File: src/rtl/board_tile_mapper.sv
// board_tile_mapper: maps the VGA pixel coordinate onto the 4x4 tile board.
// It drives the tile-sprite ROM address two cycles after the coordinate, and
// a pixel-class tag three cycles after it, so the tag lines up with ROM data.
// The game logic writes into a pending board register. That value is copied
// into a shadow board at frame start, so one frame never shows two boards.
module board_tile_mapper #(
  parameter int unsigned X0   = 152,
  parameter int unsigned Y0   = 72,
  parameter int unsigned GAP  = 16,
  parameter int unsigned TILE = 64
) (
  input  logic        clk,
  input  logic        rst,
  input  logic [9:0]  col_addr,
  input  logic [8:0]  row_addr,
  input  logic        board_we,
  input  logic [63:0] board_wdata,
  output logic [11:0] addr,
  output logic [1:0]  pix_class,
  output logic        frame_swap
);

  localparam int unsigned PITCH = TILE + GAP;
  localparam int unsigned SPAN  = 4 * PITCH + GAP;

  int unsigned col_u;
  int unsigned row_u;

  // Decoded values for the current input coordinate; stage-1 next state.
  logic       hit_x_d, hit_y_d;
  logic       in_x_d, in_y_d;
  logic [1:0] tc_d, tr_d;
  logic [3:0] lx4_d, ly4_d;
  logic       s1_board_d, s1_tile_d;

  // Stage 1 registers.
  logic       s1_board_q, s1_tile_q;
  logic [3:0] s1_idx_q, s1_lx_q, s1_ly_q;

  // Stage 2 / stage 3 registers.
  logic [11:0] addr_d, addr_q;
  logic [1:0]  s2_cls_d, s2_cls_q;
  logic [1:0]  pix_q;

  // Board update path.
  logic [63:0] pend_d, pend_q;
  logic        pflag_d, pflag_q;
  logic [63:0] shadow_d, shadow_q;
  logic        swap_d, swap_q;
  logic        frame_start;

  assign col_u = 32'(col_addr);
  assign row_u = 32'(row_addr);
  assign frame_start = (col_addr == '0) && (row_addr == '0);

  // Horizontal decode: find the tile column with constant range compares.
  always_comb begin
    hit_x_d = 1'b0;
    tc_d    = '0;
    lx4_d   = '0;
    in_x_d  = (col_u >= X0) && (col_u < X0 + SPAN);
    for (int unsigned c = 0; c < 4; c++) begin
      if ((col_u >= X0 + GAP + c * PITCH) && (col_u < X0 + GAP + c * PITCH + TILE)) begin
        hit_x_d = 1'b1;
        tc_d    = 2'(c);
        lx4_d   = 4'((col_u - (X0 + GAP + c * PITCH)) >> 2);
      end
    end
  end

  // Vertical decode: the same scheme applied to the row.
  always_comb begin
    hit_y_d = 1'b0;
    tr_d    = '0;
    ly4_d   = '0;
    in_y_d  = (row_u >= Y0) && (row_u < Y0 + SPAN);
    for (int unsigned r = 0; r < 4; r++) begin
      if ((row_u >= Y0 + GAP + r * PITCH) && (row_u < Y0 + GAP + r * PITCH + TILE)) begin
        hit_y_d = 1'b1;
        tr_d    = 2'(r);
        ly4_d   = 4'((row_u - (Y0 + GAP + r * PITCH)) >> 2);
      end
    end
  end

  assign s1_board_d = in_x_d && in_y_d;
  assign s1_tile_d  = hit_x_d && hit_y_d;

  // Stage 1: register classification, tile index and scaled sprite offsets.
  always_ff @(posedge clk or posedge rst) begin
    if (rst) begin
      s1_board_q <= 1'b0;
      s1_tile_q  <= 1'b0;
      s1_idx_q   <= '0;
      s1_lx_q    <= '0;
      s1_ly_q    <= '0;
    end else begin
      s1_board_q <= s1_board_d;
      s1_tile_q  <= s1_tile_d;
      s1_idx_q   <= {tr_d, tc_d};
      s1_lx_q    <= lx4_d;
      s1_ly_q    <= ly4_d;
    end
  end

  // Stage 2 next state: ROM address from the shadow exponent, and the class tag.
  always_comb begin
    addr_d   = '0;
    s2_cls_d = 2'b00;
    if (s1_tile_q) begin
      addr_d   = {shadow_q[{s1_idx_q, 2'b00} +: 4], s1_ly_q, s1_lx_q};
      s2_cls_d = 2'b10;
    end else if (s1_board_q) begin
      s2_cls_d = 2'b01;
    end
  end

  // Stage 2 and 3: the address leaves after stage 2, the tag one cycle later for the ROM read.
  always_ff @(posedge clk or posedge rst) begin
    if (rst) begin
      addr_q   <= '0;
      s2_cls_q <= 2'b00;
      pix_q    <= 2'b00;
    end else begin
      addr_q   <= addr_d;
      s2_cls_q <= s2_cls_d;
      pix_q    <= s2_cls_q;
    end
  end

  // Board update: a swap copies the old pending value, even when a write lands in the same cycle.
  always_comb begin
    pend_d   = pend_q;
    pflag_d  = pflag_q;
    shadow_d = shadow_q;
    swap_d   = 1'b0;
    if (frame_start && pflag_q) begin
      shadow_d = pend_q;
      pflag_d  = 1'b0;
      swap_d   = 1'b1;
    end
    if (board_we) begin
      pend_d  = board_wdata;
      pflag_d = 1'b1;
    end
  end

  // Board update registers.
  always_ff @(posedge clk or posedge rst) begin
    if (rst) begin
      pend_q   <= '0;
      pflag_q  <= 1'b0;
      shadow_q <= '0;
      swap_q   <= 1'b0;
    end else begin
      pend_q   <= pend_d;
      pflag_q  <= pflag_d;
      shadow_q <= shadow_d;
      swap_q   <= swap_d;
    end
  end

  assign addr       = addr_q;
  assign pix_class  = pix_q;
  assign frame_swap = swap_q;

endmodule

File: config.mk
export PLATFORM = sky130hd
export DESIGN_NAME = board_tile_mapper
export DESIGN_NICKNAME = d
export VERILOG_FILES = /design/src/rtl/board_tile_mapper.sv
export SDC_FILE = /design/constraint.sdc
export NUM_CORES = 1
export LEC_CHECK = 0
export BUFFER_PORTS_ARGS = -buffer_cell sky130_fd_sc_hd__buf_2
export CORE_ASPECT_RATIO = 1.25
export CORE_MARGIN = 2
export CORE_UTILIZATION = 55
export CTS_CLUSTER_SIZE = 28
export DETAILED_ROUTE_END_ITERATION = 10
export GPL_ROUTABILITY_DRIVEN = 0
export PLACE_DENSITY = 0.86
export SYNTH_ARGS = -nofsm -noshare
export SYNTH_HDL_FRONTEND = slang
export SYNTH_SLANG_ARGS = --single-unit
File: constraint.sdc
create_clock -name clk -period 15.23 [get_ports clk]
set_input_delay 2.2845 -clock clk [delete_from_list [all_inputs] [get_ports clk]]
set_output_delay 2.2845 -clock clk [all_outputs]
set_load 0.05 [all_outputs]
==> qor.yml, run 1 <==
outcome: "finished, final reports clean"
synth_edf_count: 0
hp-class: "flip-flop to flip-flop"
start_kind: "input pin"
synth_top_family_by_area: "multiplexers"
ys_warn_count: 0
grt_overflow_total: 0
relSlewSlack_pct: 22.5
synth_cell_types: 52
cts.sinks: 160
synth_compound_area_share_pct: 3.96
clk_path_buf_depth: 2
yosysSeqAreaShare_pct: 56.9
synthXorXnorAreaFrac_pct: 0.249
cp-end-kind: "flip-flop"
drtPass1Iterations: 5
num_vias: 4131
cp_max_fo: 65
period_share_pct: 28.6
yosys.area_share.simple_pct: 5.78
tightest_slew_ns: 1.16
syn_area_um2: 7040
crit_type: "input pin to flip-flop"
rsz0062_at_grt: "false"
fillers: 859
synthAdderAreaFrac_pct: 1.07
cts_tree: "yes"
avgSynthCellArea_um2: 15.4
n_antenna_cell: 0
cts_hold_buf: 0
ctsRootBufferMaster: "clkbuf_16"
hold_depth: 0
r2r-end: "addr[8]"
hpwl_um: 9290
maxCapViolations: 0
synth-seq-cells: 160
ff2ff_path_depth: 3
hold-path-endpoint: "pix_class[1]"
max_stage_delay_ns: 0.66
h-tree-depth: 4
grt_max_degree: 87
drive_above_1_share_pct: 50.9
std_cell_rows: 46
initial_core_util_pct: 55.8
intPower_uw: 790
fin_ws_ns: 10.88
fp.dieW_um: 105
ant_nets: 0
post-cts-setup-buffers: 0
die_area_um2: 13700
wire_per_inst_um: 19.3
synth_cells: 457
critical_path_buf_inv_count: 1
ir_drop_mv: 0.0910
switchingPower_uw: 213
wl_um: 14200
cpMaxStageDelayCell: "nand2_4"
synth_ff_type: "dfrtp_1"
synth_mux_area_share_pct: 29.5
finalHoldViolCount: 0
cts_buffers: 17
period_needed_ns: 4.35
hp-start: "s2_cls_q[1]"
place_area_um2: 7630
setup_viol: 0
fin_skew_ns: 0.00719
r2r-start: "s1_idx_q[0]"
drc: 0
antenna_found_initial: 0
powerDensity_nw_per_um2: 121
drt-initial-drc-count: 330
grt_pass1_wl_um: 22900
grtUsageTotal_pct: 22.1
finish.instance_area_um2: 8290
clk_pin_slew_ns: 0.06
pwr-share-clk_pct: 47.0
drv_slew: 0
grt_pass1_vias: 4344
cts_resized: 0
startpoint: "col_addr[9]"
worstPathRequired_ns: 15.53
critPathArrivalTime_ns: 4.65
final_nets: 645
rrSetupSlack_ns: 12.76
seq_power_share_pct: 46.1
core-area_um2: 12600
top_level_ports: 101
place_ws_ns: 10.49
area_delta_synth_final_pct: 17.8
fmax_mhz: 230
portBuffers: 100
setup_tns_ns: 0
p_comb_share_pct: 6.9
clk_latency_ns: 0.42
leakagePower_uw: 0.00409
syn-num-nets: 549
die_height_um: 130
crit_family: "simple AND/OR/NAND/NOR gates"
synthArstFlopShare_pct: 100
cp_cell_sequence: "buf_2 -> nor4_4 -> nand4_1 -> nor4_2 -> nand2_4 -> mux2_2"
vias_per_cell: 5.64
sw_frac_of_total_pct: 21.3
==> worst max path at each step <==
stage	cells past startpoint	endpoint	slack, ns
floorplan	1	addr[0]	8.63
global placement	6	shadow_q[25]	10.59
detailed placement	6	shadow_q[11]	10.49
CTS	6	shadow_q[32]	10.92
global route	6	shadow_q[55]	10.73
finish	6	shadow_q[55]	10.88
==> layout make-up <==
class / count / area [um2] / share of cell area, %
Timing Repair Buffer: 102 / 515 / 6.22
Tap cell: 168 / 210 / 2.54
Multi-Input combinational cell: 262 / 2860 / 34.5
Clock inverter: 10 / 210 / 2.54
Sequential cell: 160 / 4000 / 48.3
Clock buffer: 20 / 447 / 5.39
Inverter: 10 / 42.5 / 0.513
==> power groups by stage <==
stage	clock [uW]	sequential [uW]	combinational [uW]
finish	472	463	69.1
CTS	476	463	69.5
detailed placement	0	470	68.7
floorplan	0	465	45.8
global route	499	465	75.9
global placement	0	469	65.3
==> cells by family after synthesis <==
family / Yosys count
DFF: 160
xor gates and xnor gates: 2
muxes: 148
adders and majority gates: 6
and+or+nand+nor: 67
buffers and inverters: 35
AOI/OAI and AO/OA: 39
==> registers in the layout, summed over array words and instances (netlist names) <==
name and count:
addr 12, s2_cls_q 2, shadow_q 64, pend_q 64, pix_class 2, s1_ly_q 4, s1_lx_q 4, s1_board_q 1
s1_idx_q 4, frame_swap 1, s1_tile_q 1, pflag_q 1
==> per-stage QoR <==
| step | instances | power, uW | utilization [%] | hold WS (ns) |
|---|---|---|---|---|
| 4_1_cts | 732 | 1010 | 65.8 | 0.354 |
| 3_5_place_dp | 702 | 539 | 60.6 | 0.341 |
| 6_report | 732 | 1000 | 65.8 | 0.351 |
| 2_1_floorplan | 457 | 511 | - | 0.331 |
| 5_1_grt | 732 | 1040 | 65.8 | 0.364 |
| 3_3_place_gp | 702 | 534 | 60.6 | 0.331 |
==> cell usage in the layout (no fill, tap or decap), types with 4 or more instances in the layout <==
cell type / count
nor3_1: 4
mux2_4: 49
o21ai_0: 6
dfrtp_1: 160
nand3_1: 4
nor4_1: 4
nand2_1: 9
nor2_1: 6
a21oi_1: 5
and2_1: 15
nor2b_1: 5
bufinv_16: 6
mux2_2: 79
mux4_2: 20
buf_2: 100
clkbuf_16: 17
inv_1: 9
ha_1: 6
==> Yosys cell counts (all sizes together), types with 2 or more instances <==
library cell | n | area share, %
dfrtp | 160 | 57
mux2 | 128 | 23
mux4 | 20 | 6.4
and2 | 15 | 1.3
clkbuf | 15 | 0.80
buf | 10 | 1.2
inv | 10 | 0.53
nand2 | 10 | 0.53
ha | 6 | 1.1
nor2 | 6 | 0.32
nor4 | 6 | 0.84
o21ai | 6 | 0.43
a21oi | 5 | 0.36
nor2b | 5 | 0.44
nand3 | 4 | 0.28
nor3 | 4 | 0.28
a21boi | 3 | 0.32
a31oi | 3 | 0.27
o22ai | 3 | 0.27
o31ai | 3 | 0.32
or2 | 3 | 0.27
a211oi | 2 | 0.21
a21o | 2 | 0.21
and3 | 2 | 0.18
nand2b | 2 | 0.18
o211ai | 2 | 0.21
or3 | 2 | 0.18
==> layer usage <==
layer,up-vias,track usage (%),routed length [um]
met4,0,9.41,364
met5,-,0,0
met2,162,37.3,7260
met3,31,5.46,676
met1,2087,27.6,5850
li1,1851,-,-
(Power assumes the default switching activity.)
==> inputs of run 2 (changes only) <==
==> constraint.sdc (replaced) <==
create_clock -name clk -period 4.1 [get_ports clk]
set_input_delay 0.615 -clock clk [delete_from_list [all_inputs] [get_ports clk]]
set_output_delay 0.615 -clock clk [all_outputs]
set_load 0.05 [all_outputs]
==> run 2 against run 1 <==
Net effect:
- first-iteration DRC count increased by 12%
- critical path depth did not move
- die area unchanged
- setup slack worse by 9.4 ns
- worst hold slack got worse by 0.0031 ns
- via count up 0.53%
- sequential share of layout area fell by 0.19 points
- largest cell class unchanged
- largest power group unchanged
==> qor.yml, run 2 (same netlist as run 1, synthesis figures left out) <==
rsz0062_at_grt: "false"
sw_frac_of_total_pct: 22.0  # +0.74 points
fp.dieW_um: 105  # unchanged
hp-class: "flip-flop to flip-flop"
final_cell_mix: "160 x dfrtp_1, 100 x buf_2, 79 x mux2_2, 49 x mux2_4, 20 x mux4_2"
setup_viol: 0  # unchanged
period_needed_ns: 2.63
grt_max_degree: 79  # -9.2%
hpwl_um: 9170  # -1.3%
rrSetupSlack_ns: 1.64  # -11.12 ns
ctsRootBufferMaster: "clkbuf_16"
relSlewSlack_pct: 24.2  # +1.7 points
cp_max_fo: 65  # unchanged
ff2ff_path_depth: 3  # unchanged
r2r-end: "addr[8]"
hold-path-endpoint: "pix_class[0]"
wire_per_inst_um: 19.0  # -1.9%
hp-start: "s2_cls_q[0]"
cp_cell_sequence: "buf_2 -> nor4_4 -> nand4_1 -> nor4_2 -> nand2_4 -> mux2_4"
cts.sinks: 160  # unchanged
cp-end-kind: "flip-flop"
grt_pass1_wl_um: 22700  # -0.81%
drtPass1Iterations: 4  # -1
hold_depth: 0  # unchanged
num_vias: 4153  # +0.53%
placedCellCount: 704  # +0.28%
portBuffers: 100  # unchanged
intPower_uw: 2900  # +270%
start_kind: "input pin"
cts_buffers: 17  # unchanged
drt-initial-drc-count: 368  # +12%
clk_pin_slew_ns: 0.06  # about the same
maxCapViolations: 0  # unchanged
n_antenna_cell: 0  # unchanged
grt_overflow_total: 0  # unchanged
r2r-start: "s1_idx_q[0]"
post-cts-setup-buffers: 0  # unchanged
vias_per_cell: 5.64  # about the same
critPathArrivalTime_ns: 2.92  # -1.73 ns
grt_pass1_vias: 4345  # +0.023%
tightest_slew_ns: 1.14  # -0.0255 ns
multi_input_area_um2: 2860  # unchanged
grtUsageTotal_pct: 21.7  # -0.47 points
clk_path_buf_depth: 2  # unchanged
drc: 0  # unchanged
period_share_pct: 64.1
switchingPower_uw: 819  # +280%
antenna_found_initial: 0  # unchanged
powerDensity_nw_per_um2: 447  # +270%
finalNonFillerCells: 736  # +0.55%
finalHoldViolCount: 0  # unchanged
die_height_um: 130  # unchanged
area_delta_synth_final_pct: 18.3
clk_latency_ns: 0.42  # about the same
fmax_mhz: 380
final_nets: 647  # +0.31%
worstPathRequired_ns: 4.40  # -11.13 ns
fillers: 855  # -0.47%
pwr-share-clk_pct: 46.9  # about the same
cpMaxStageDelayCell: "nand2_4"
cts_resized: 0  # unchanged
fin_skew_ns: 0.00629  # -0.000899 ns
leakagePower_uw: 0.00410  # +0.35%
outcome: "finished, final reports clean"
wl_um: 14000  # -1.3%
regArea_um2: 4000  # unchanged
p_comb_share_pct: 7.0  # about the same
drive_above_1_share_pct: 51.4  # +0.52 points
max_stage_delay_ns: 0.68  # +0.02 ns
h-tree-depth: 4  # unchanged
top_level_ports: 101  # unchanged
seq_power_share_pct: 46.1  # about the same
die_area_um2: 13700  # unchanged
initial_core_util_pct: 55.8  # unchanged
ant_nets: 0  # unchanged
setup_tns_ns: 0  # unchanged
cts_hold_buf: 0  # unchanged
ir_drop_mv: 0.310  # +240%
core-area_um2: 12600  # unchanged
cts_tree: "yes"
crit_type: "input pin to flip-flop"
std_cell_rows: 46  # unchanged
final_common_cell: "dfrtp_1"
drv_slew: 0  # unchanged
==> run 2: cell count changes in the layout (fill, tap and decap cells not counted), sizes merged <==
cell and delta:
bufinv -1, clkinvlp +1, buf +2, clkinv +2
==> run 2: power groups by stage <==
stage / registers (uW) / logic [uW] / clock network, uW
final: 1720 / 261 / 1750
after floorplan: 1730 / 171 / 0
after global routing: 1730 / 285 / 1860
after detailed placement: 1750 / 259 / 0
after global placement: 1740 / 246 / 0
after CTS: 1720 / 263 / 1770
==> run 2: through the flow <==
| stage | utilization (%) | hold slack (ns) | area [um2] | total power [uW] | setup slack (ns) |
|---|---|---|---|---|---|
| after CTS | 66.0 | 0.349 | 8320 | 3750 | 1.51 |
| after detailed placement | 60.8 | 0.335 | 7660 | 2010 | 1.07 |
| after global placement | 60.8 | 0.331 | 7660 | 1990 | 1.14 |
| after global routing | 66.0 | 0.359 | 8320 | 3870 | 1.35 |
| after floorplan | - | 0.331 | 7040 | 1900 | 1.46 |
| final | 66.0 | 0.348 | 8320 | 3720 | 1.47 |
==> run 2: metal layers <==
layer	global-route usage [%]	part of all wire, %	wire (um)	vias up
met3	5.51	5.0	698	29
met1	28.2	42	5910	2107
met2	36.1	51	7070	147
met5	0	0	0	-
li1	-	-	-	1870
met4	7.14	2.0	284	0
==> run 2: worst max path at each step <==
stage,from,endpoint,slack (ns),cells past startpoint
floorplan,rst,addr[0],1.46,1
global placement,row_addr[5],shadow_q[25],1.14,6
detailed placement,col_addr[9],shadow_q[5],1.07,6
CTS,col_addr[9],shadow_q[32],1.51,6
global route,row_addr[1],shadow_q[23],1.35,6
finish,col_addr[9],shadow_q[32],1.47,6
==> run 2: worst max-delay path, delay by kind of cell <==
kind,cells,cell delay [ns]
buffers and inverters,1,0.15
multiplexers,1,0.55
AND/OR/NAND/NOR,4,1.57
==> run 2: area by class of cell <==
cell class	count	area share, %
clock buffers	20	5.49
clock inverters	12	2.48
well taps	168	2.53
flip-flops and latches	160	48.1
multi-input cells	262	34.4
inverters	10	0.496
repair buffers	104	6.52
